`src/rtl/fetch_queue_pkg.sv`:
```
// Shared definitions for the instruction fetch queue.
//   FETCH_XLEN      default datapath / PC / instruction width
//   FETCH_RESET_PC  default fetch PC loaded on reset
//   fetch_entry_t   one queued instruction: {pc, insn}
package fetch_pkg;

  localparam int          FETCH_XLEN     = 32;
  localparam logic [31:0] FETCH_RESET_PC = 32'h0000_0000;

  typedef struct packed {
    logic [FETCH_XLEN-1:0] pc;
    logic [FETCH_XLEN-1:0] insn;
  } fetch_entry_t;

endpackage

```
`src/rtl/fetch_queue_if.sv`:
```
// Bundle of the fetch queue's instruction-memory, redirect and consumer
// signals.
//   master : the fetch queue (issues imem requests, presents instructions)
//   slave  : the surrounding core (memory, branch unit, decode stage)
// Signals:
//   o_imem_req / o_imem_addr   request and byte address to instruction memory
//   i_imem_rdata               instruction word, one cycle after the request
//   i_redirect / i_redirect_pc flush and restart fetch at a new PC
//   o_insn_vld / i_insn_rdy    head handshake towards the consumer
//   o_insn / o_pc / o_pc_plus4 head instruction, its PC and PC+4
//   o_count                    queue occupancy
interface fetch_queue_if import fetch_pkg::*; #(
  parameter int XLEN    = FETCH_XLEN,
  parameter int IMEM_AW = 13
);

  logic               o_imem_req;
  logic [IMEM_AW-1:0] o_imem_addr;
  logic [XLEN-1:0]    i_imem_rdata;
  logic               i_redirect;
  logic [XLEN-1:0]    i_redirect_pc;
  logic               o_insn_vld;
  logic               i_insn_rdy;
  logic [XLEN-1:0]    o_insn;
  logic [XLEN-1:0]    o_pc;
  logic [XLEN-1:0]    o_pc_plus4;
  logic [4:0]         o_count;

  modport master (
    output o_imem_req, o_imem_addr,
    input  i_imem_rdata,
    input  i_redirect, i_redirect_pc,
    output o_insn_vld,
    input  i_insn_rdy,
    output o_insn, o_pc, o_pc_plus4, o_count
  );

  modport slave (
    input  o_imem_req, o_imem_addr,
    output i_imem_rdata,
    output i_redirect, i_redirect_pc,
    input  o_insn_vld,
    output i_insn_rdy,
    input  o_insn, o_pc, o_pc_plus4, o_count
  );

endinterface

```
`src/rtl/adder_32bit.sv`:
```
// Plain 32-bit adder used for the fetch PC increment.
//   a, b : operands
//   sum  : a + b modulo 2^32
module adder_32bit (
  input  logic [31:0] a,
  input  logic [31:0] b,
  output logic [31:0] sum
);

  assign sum = a + b;

endmodule

```
`src/rtl/fetch_queue_fifo.sv`:
```
// Synchronous FIFO holding fetched {pc, insn} entries.
//   clk, rst_n : clock and synchronous active-low reset
//   flush      : empty the FIFO this cycle (overrides push/pop)
//   push/wdata : write one entry at the tail
//   pop        : drop the head entry
//   rdata      : head entry, visible combinationally
//   count      : occupancy (0..DEPTH, DEPTH <= 16)
module fetch_fifo #(
  parameter int DEPTH = 4,
  parameter int WIDTH = 64
) (
  input  logic             clk,
  input  logic             rst_n,
  input  logic             flush,
  input  logic             push,
  input  logic [WIDTH-1:0] wdata,
  input  logic             pop,
  output logic [WIDTH-1:0] rdata,
  output logic [4:0]       count
);

  localparam int PW = $clog2(DEPTH);

  logic [WIDTH-1:0] mem [DEPTH];
  logic [PW-1:0]    wr_ptr;
  logic [PW-1:0]    rd_ptr;

  // DEPTH need not be a power of two, so wrap explicitly.
  function automatic logic [PW-1:0] next_ptr(input logic [PW-1:0] p);
    return (p == PW'(DEPTH - 1)) ? '0 : p + 1'b1;
  endfunction

  assign rdata = mem[rd_ptr];

  always_ff @(posedge clk) begin
    if (!rst_n) begin
      wr_ptr <= '0;
      rd_ptr <= '0;
      count  <= '0;
      // NOTE: storage is cleared on reset so the head outputs read zero
      // afterwards; flush only rewinds the pointers and leaves data alone.
      for (int i = 0; i < DEPTH; i++) mem[i] <= '0;
    end else if (flush) begin
      wr_ptr <= '0;
      rd_ptr <= '0;
      count  <= '0;
    end else begin
      if (push) begin
        mem[wr_ptr] <= wdata;
        wr_ptr      <= next_ptr(wr_ptr);
      end
      if (pop) rd_ptr <= next_ptr(rd_ptr);
      case ({push, pop})
        2'b10:   count <= count + 5'd1;
        2'b01:   count <= count - 5'd1;
        default: ;
      endcase
    end
  end

endmodule

```
`src/rtl/fetch_queue.sv`:
```
// Instruction fetch unit: issues sequential instruction-memory requests,
// captures the one-cycle-later response and queues it with its PC for the
// decode stage. A redirect flushes everything and restarts at a new PC.
//   i_clk    : clock
//   i_reset  : synchronous active-low reset
//   bus      : fetch_queue_if.master (imem request/response, redirect,
//              head handshake, occupancy)
module fetch_queue import fetch_pkg::*; #(
  parameter int              XLEN     = FETCH_XLEN,
  parameter int              DEPTH    = 4,
  parameter int              IMEM_AW  = 13,
  parameter logic [XLEN-1:0] RESET_PC = XLEN'(FETCH_RESET_PC)
) (
  input logic           i_clk,
  input logic           i_reset,
  fetch_queue_if.master bus
);

  logic [XLEN-1:0]   fetch_pc;
  logic [XLEN-1:0]   pc_inc;
  logic [XLEN-1:0]   inflight_pc;
  logic              inflight;
  logic              pop;
  logic              push;
  logic              issue;
  logic [4:0]        count;
  logic [5:0]        occupancy;
  logic [2*XLEN-1:0] head;

  // A redirect cycle neither pops nor accepts the in-flight response.
  assign pop  = bus.o_insn_vld & bus.i_insn_rdy & ~bus.i_redirect;
  assign push = inflight & ~bus.i_redirect;

  // Slots committed after this cycle: queued + in flight - leaving now.
  // NOTE: every signal assigned in always_comb gets a value on every path,
  // so no latch is inferred.
  always_comb begin
    occupancy = 6'(count) + 6'(inflight) - 6'(pop);
    issue     = i_reset & ~bus.i_redirect & (occupancy < 6'(DEPTH));
  end

  if (XLEN == 32) begin : g_pc_add32
    adder_32bit u_pc_add (
      .a   (fetch_pc),
      .b   (32'd4),
      .sum (pc_inc)
    );
  end else begin : g_pc_add
    assign pc_inc = fetch_pc + XLEN'(4);
  end

  always_ff @(posedge i_clk) begin
    // NOTE: sequential state uses non-blocking assignments so every register
    // samples the pre-edge values regardless of statement order.
    if (!i_reset) begin
      fetch_pc    <= RESET_PC;
      inflight    <= 1'b0;
      inflight_pc <= '0;
    end else if (bus.i_redirect) begin
      fetch_pc <= {bus.i_redirect_pc[XLEN-1:2], 2'b00};
      inflight <= 1'b0;
    end else begin
      inflight <= issue;
      if (issue) begin
        fetch_pc    <= pc_inc;
        inflight_pc <= fetch_pc;
      end
    end
  end

  fetch_fifo #(
    .DEPTH (DEPTH),
    .WIDTH (2 * XLEN)
  ) u_fifo (
    .clk   (i_clk),
    .rst_n (i_reset),
    .flush (bus.i_redirect),
    .push  (push),
    .wdata ({inflight_pc, bus.i_imem_rdata}),
    .pop   (pop),
    .rdata (head),
    .count (count)
  );

  assign bus.o_imem_req  = issue;
  assign bus.o_imem_addr = fetch_pc[IMEM_AW-1:0];
  assign bus.o_insn_vld  = i_reset & (count != 5'd0);
  assign bus.o_count     = i_reset ? count : 5'd0;
  assign bus.o_pc        = head[2*XLEN-1:XLEN];
  assign bus.o_insn      = head[XLEN-1:0];
  assign bus.o_pc_plus4  = head[2*XLEN-1:XLEN] + XLEN'(4);

endmodule

```
`src/flat_wrapper.sv`:
```
// flat-port wrapper written by rule: the top's interface ports become plain ports
module fetch_queue_flat import fetch_pkg::*;
#(
  parameter int              XLEN     = FETCH_XLEN,
  parameter int              DEPTH    = 4,
  parameter int              IMEM_AW  = 13,
  parameter logic [XLEN-1:0] RESET_PC = XLEN'(FETCH_RESET_PC)
)
  (i_clk, i_reset, bus_o_imem_req, bus_o_imem_addr, bus_i_imem_rdata, bus_i_redirect, bus_i_redirect_pc, bus_o_insn_vld, bus_i_insn_rdy, bus_o_insn, bus_o_pc, bus_o_pc_plus4, bus_o_count);
  fetch_queue_if #(.XLEN(XLEN), .IMEM_AW(IMEM_AW)) bus_i ();
  input logic i_clk;
  input logic i_reset;
  output wire logic [$bits(bus_i.o_imem_req)-1:0] bus_o_imem_req;
  output wire logic [$bits(bus_i.o_imem_addr)-1:0] bus_o_imem_addr;
  input wire logic [$bits(bus_i.i_imem_rdata)-1:0] bus_i_imem_rdata;
  input wire logic [$bits(bus_i.i_redirect)-1:0] bus_i_redirect;
  input wire logic [$bits(bus_i.i_redirect_pc)-1:0] bus_i_redirect_pc;
  output wire logic [$bits(bus_i.o_insn_vld)-1:0] bus_o_insn_vld;
  input wire logic [$bits(bus_i.i_insn_rdy)-1:0] bus_i_insn_rdy;
  output wire logic [$bits(bus_i.o_insn)-1:0] bus_o_insn;
  output wire logic [$bits(bus_i.o_pc)-1:0] bus_o_pc;
  output wire logic [$bits(bus_i.o_pc_plus4)-1:0] bus_o_pc_plus4;
  output wire logic [$bits(bus_i.o_count)-1:0] bus_o_count;
  assign bus_o_imem_req = bus_i.o_imem_req;
  assign bus_o_imem_addr = bus_i.o_imem_addr;
  assign bus_i.i_imem_rdata = bus_i_imem_rdata;
  assign bus_i.i_redirect = bus_i_redirect;
  assign bus_i.i_redirect_pc = bus_i_redirect_pc;
  assign bus_o_insn_vld = bus_i.o_insn_vld;
  assign bus_i.i_insn_rdy = bus_i_insn_rdy;
  assign bus_o_insn = bus_i.o_insn;
  assign bus_o_pc = bus_i.o_pc;
  assign bus_o_pc_plus4 = bus_i.o_pc_plus4;
  assign bus_o_count = bus_i.o_count;
  fetch_queue #(.XLEN(XLEN), .DEPTH(DEPTH), .IMEM_AW(IMEM_AW), .RESET_PC(RESET_PC)) u_core (.i_clk(i_clk), .i_reset(i_reset), .bus(bus_i));
endmodule
```
`config.mk`:
```
export PLATFORM = sky130hd
export DESIGN_NAME = fetch_queue_flat
export DESIGN_NICKNAME = d
export VERILOG_FILES = /design/src/rtl/fetch_queue_pkg.sv /design/src/rtl/fetch_queue_if.sv /design/src/rtl/adder_32bit.sv /design/src/rtl/fetch_queue_fifo.sv /design/src/rtl/fetch_queue.sv /design/src/flat_wrapper.sv
export SDC_FILE = /design/constraint.sdc
export NUM_CORES = 1
export LEC_CHECK = 0
export BUFFER_PORTS_ARGS = -buffer_cell sky130_fd_sc_hd__buf_2
export CAP_MARGIN = 10
export CORE_MARGIN = 1.5
export CORE_UTILIZATION = 50
export DETAILED_ROUTE_END_ITERATION = 8
export PLACE_DENSITY = 0.7
export SLEW_MARGIN = 20
export SYNTH_ARGS = -nofsm -noshare
export SYNTH_HDL_FRONTEND = slang
export SYNTH_SLANG_ARGS = --single-unit
```
`constraint.sdc`:
```
create_clock -name i_clk -period 15.8 [get_ports i_clk]
set_clock_uncertainty 0.1 [all_clocks]
set_input_delay 0.79 -clock i_clk [delete_from_list [all_inputs] [get_ports i_clk]]
set_output_delay 0.79 -clock i_clk [all_outputs]
set_load 0.05 [all_outputs]
```
* Word-level counts from Yosys, hierarchy flattened
Memories as Yosys holds them, arrays and structs flattened. A register that Yosys moved wholly into a read port is not among the register bits. Index checks and enable logic that the tools add are counted.
Storage, ports and cells: output and inout bits 116, input bits 68, logic and storage cells 51, bits in writable memories 256, memories kept 1, bits in registers 74
Memory list:
- u_core.u_fifo.mem | words 4, bits a word 64, read ports 1, clocked after memory_dff 1, wr ports 4, line fetch_queue_fifo.sv:24 | logic [WIDTH-1:0] mem [DEPTH];
Cells by class: muxes and demuxes 16, eq/ne operators 4, bitwise logic cells 8, order comparisons 1, reduce and logical (&&, ||, !) cells 6, add/sub/neg operators 8
Operators with widths (count):
- adder 32 x 3 -> 32 bit (second input constant) | 2
- 2-to-1 mux 32 bit | 2
- 2-to-1 mux 64 bit | 1
- OR reduction 64 bit | 1
- 2-to-1 mux 2 bit | 5
- case mux 5 bit (2 select lines) | 1
- adder 5 x 1 -> 6 bit | 1
- bitwise AND 1 bit | 6
- equality test 2 bit (second input constant) | 3
- < comparator 6 x 3 -> 1 bit (second input constant) | 1
- 2-to-1 mux 1 bit | 6
- subtractor 6 x 1 -> 6 bit | 1
- adder 5 x 1 -> 5 bit (second input constant) | 1
- 2-to-1 mux 5 bit | 1
- nonzero test 5 bit | 1
- subtractor 5 x 1 -> 5 bit (second input constant) | 1
- adder 2 x 1 -> 2 bit (second input constant) | 2
- nonzero test 2 bit | 2
- equality test 2 x 1 -> 1 bit (second input constant) | 1
- inverter 1 bit | 2
- AND reduction 2 bit | 1
- OR reduction 2 bit | 1

* Logic depth before layout (Yosys ltp)
depth after elaboration 9, gate-level depth with buffers 15, mapped depth without buffers 13

* Hierarchy
Synthesis repeated with hierarchy kept, for this count alone.
Second synthesis, totals: cells, all modules 1354, area total of the unflattened synthesis 17317.9 um^2
Modules (own cells, without submodules):
- fetch_fifo | area an instance 11633.7 um^2, times used 1, seq. area each 7907.6 um^2, cells an instance 691
- fetch_queue | area an instance 3638.5 um^2, times used 1, seq. area each 1301.2 um^2, cells an instance 388
- adder_32bit | area an instance 2045.7 um^2, times used 1, seq. area each 0.0 um^2, cells an instance 275

* Least setup slack after synthesis
Ideal clock, no wire load.
path type input to register, start in bus_i_redirect, end mem u_core.u_fifo.mem[3][0] (enable), setup slack 9.427 ns, setup time 0.568 ns, buffers on the path 2, stages on the path 5, data required time 15.132 ns, arrival 5.706 ns, path through buf_6 inv_1 clkbuf_1 nand2_1 o21ai_0
RTL lines:
- start: declaration | line flat_wrapper.sv:16 | input wire logic [$bits(bus_i.i_redirect)-1:0] bus_i_redirect;
- end: declaration | line fetch_queue_fifo.sv:24

==> impl_metrics.yaml <==
run_status:
  outcome: "completed"
setup_path:
  critical_path_class: "reg -> out"
  timing.critical_path.cells: "buf_4, mux4_2, and4_1, nand3_2, nor3b_1, nor4b_1, xor2_1, buf_2"
  worst_ep_required_time_ps: 14910
  worstSetupStartpointType: "register"
  cpPeakStageDelay_ps: 720
  endpoint_arrival_time_on_the_critical_path_ps: 4080
  timing.reg2reg.setup_slack_ps: 11990
  worstSetupEndpointType: "primary output"
  critical-path-slowest-cell: "buf_4"
  timing.critical_path.fanout_max: 56
  timing.reg2reg.worst_path_depth: 13
die:
  fp.dieW_um: 176.7
  die-height_um: 176.7
  start_util_pct: 50.90
  die_area_um2: 31220
  io_pins: 184
  core.rowCount: 63
  fp.coreArea_um2: 29640
job:
  max-cap-violations: 0
timing:
  worst-slew-pin-transition_ps: 990.8
  finalHoldViolations: 0
  relSlewSlack_pct: 33.95
  layout_setup_ws_ps: 10830
  setup-violations-final: 0
  rsz0062_at_grt: "false"
  layout_worst_path_cycle_share_pct: 31.45
  final-max-slew-violation-count: 0
  post-route-min-period_ps: 4969
  achievable-frequency_mhz: 201.2
  tns_ps: 0
clocking:
  post_cts_hold_buffer_count: 0
  cts-htree-levels: 2
  root_buffer: "clkbuf_16"
  clock_tree.buffer_depth: 3
  postCtsResizedCells: 0
  clock_pin_transition_on_the_worst_setup_and_hold_timing_paths_ps: 60
  cts_inserted_buffers: 34
  latest_clock_arrival_within_the_worst_skew_pair_ps: 510
  cts.repair_timing.setup_buffer_count: 0
  tritoncts: "yes"
  clock_net_sink_count: 320
worst_hold_path:
  min_path_type: "reg -> reg"
  hold-path-cell-count: 2
synth:
  synth_top_flop_cell: "edfxtp_1"
  post_synth_inst_count: 1188
  warnings_synthesis: 0
  synthesis.area_per_instance_um2: 12.70
  seq_area_frac_synth_pct: 58.92
  async_flop_share_pct: 0
  syn_area_um2: 15090
  synth.ff_latch_count: 320
  synth.lib_cells_used.distinct: 61
  synth-edff-count: 248
routing:
  met2WireLength_um: 16360
  first_iter_violations: 702
  drt-met1-wl_um: 15240
  drt_pre_antenna_iters: 5
  detail_route.drc_violations: 0
  ant_nets: 0
  routed_wire_length_um: 34130
  routedWlPerCell_um: 19.68
  viasPerCell: 5.604
  met3WireLength_um: 1935
  top_signal_layer_used: "met4"
  routed-via-count: 9718
global_route:
  grt_antenna_before_repair: 0
  global_route.overflow_total: 0
  vias_in_the_first_global_route: 9632
  grt_start_max_net_pins: 65
  grt_usage_pct: 21.92
  grt_pass1_wl_um: 52990
power:
  vdd.ir_drop.worst_uv: 76.42
  p_per_area_nw_per_um2: 111.5
  power.leakage_nw: 6.635
final_layout:
  commonest_non_fill_non_tap_cell_in_the_layout: "edfxtp_1"
  design.final.nets: 1404
  layout_area_growth_over_synthesis_pct: 14.31
  ant_cells: 0
  drive_above_1_share_pct: 23.59
  final_cell_mix: "edfxtp_1 (248), and2_1 (192), buf_2 (175)"
  filler_cell_count: 2458
place:
  port_buffers: 175
  dp.final_hpwl_um: 19530
  dpl_worst_slack_ps: 11060
  place_congestion: 0.8030
stage by stage:
step	utilization (%)	hold slack, ps	area, um2	power, mW	cells
finish	58.19	385.8	17250	1.923	1734
global route	58.19	405.0	17250	1.979	1734
CTS	58.19	388.2	17250	1.933	1734
detailed placement	54.38	380.3	16120	1.132	1676
global placement	54.36	368.3	16110	1.129	1676
floorplan	-	331.9	15110	1.088	1193
critical path: cells and delay by family (launching register included):
kind | cells | cell delay [ps]
buf+inv | 2 | 1020
xor+xnor | 1 | 180
simple gates | 4 | 1490
flops | 1 | 450
mux | 1 | 430
cell families (layout without fill, tap and decap cells):
group / Yosys count / after routing / synth area share (%)
buffers and inverters: 117 / 268 / 3.914
adder cells (fa/ha/maj): 14 / 14 / 1.211
XOR/XNOR: 37 / 37 / 2.148
flip-flops: 320 / 320 / 58.92
AND/OR/NAND/NOR: 506 / 506 / 18.79
multiplexers: 68 / 68 / 9.720
other: 1 / 6 / 0.02486
AO/OA/AOI/OAI: 125 / 125 / 5.275
routing by layer:
metal / global-route usage [%] / up-vias
li1: - / 4598
met1: 30.54 / 4786
met2: 35.96 / 293
met3: 3.501 / 41
met4: 5.720 / 0
met5: 0 / -
state kept, by name, summed over array words and instances (netlist names), named ones only:
register and flops:
u_core.fetch_pc 30, u_core.u_fifo.wr_ptr 2, u_core.inflight 1, u_core.u_fifo.rd_ptr 2, u_core.inflight_pc 30, u_core.u_fifo.count 5, u_core.u_fifo.mem 248
synthesized netlist by cell type, drive strengths merged (5+ instances only):
| cell | n | area (um2) |
|---|---|---|
| nand2 | 104 | 390.4 |
| a22o | 6 | 52.55 |
| and3 | 68 | 425.4 |
| xor2 | 11 | 96.34 |
| and4 | 8 | 70.07 |
| o21ai | 17 | 85.08 |
| nor2b | 9 | 56.30 |
| nor2 | 38 | 142.6 |
| buf | 43 | 312.8 |
| nand4 | 15 | 93.84 |
| nand2b | 8 | 50.05 |
| clkbuf | 53 | 198.9 |
| nor3 | 9 | 55.05 |
| a21oi | 53 | 265.3 |
| a211oi | 8 | 60.06 |
| a31oi | 11 | 68.82 |
| and2 | 192 | 1201 |
| ha | 13 | 162.7 |
| xnor2 | 26 | 227.7 |
| mux4 | 62 | 1404 |
| inv | 21 | 78.82 |
| nor3b | 5 | 37.54 |
| edfxtp | 248 | 7447 |
| nand3 | 29 | 150.1 |
| dfxtp | 72 | 1441 |
| or3 | 7 | 43.79 |
layout make-up:
| class | instances | area (um2) | area share (%) |
|---|---|---|---|
| repair buffers | 189 | 980.9 | 5.688 |
| inverters | 21 | 78.83 | 0.4571 |
| flip-flops and latches | 320 | 8895 | 51.57 |
| well taps | 390 | 488.0 | 2.829 |
| multi-input cells | 756 | 5674 | 32.90 |
| clock inverters | 8 | 113.9 | 0.6602 |
| clock buffers | 50 | 1016 | 5.891 |
path summary, 6_finish.rpt:
kind | start | to
worst max register to register | u_core.u_fifo.count[2]$_SDFFE_PP0P_ | u_core.fetch_pc[18]$_SDFFE_PN0P_
worst min register to register | u_core.inflight_pc[30]$_SDFFE_PN0P_ | u_core.inflight_pc[30]$_SDFFE_PN0P_
worst max-delay path | register | bus_o_pc_plus4[31]
worst min-delay path | u_core.inflight_pc[30]$_SDFFE_PN0P_ | u_core.inflight_pc[30]$_SDFFE_PN0P_
power breakdown:
group / internal, mW / switching [mW] / leakage, nW
combinational: 0.0414 / 0.116 / 2.93
sequential: 0.938 / 0.0190 / 3.16
clock: 0.493 / 0.316 / 0.546
No activity file was read; power rests on OpenSTA's default activity.
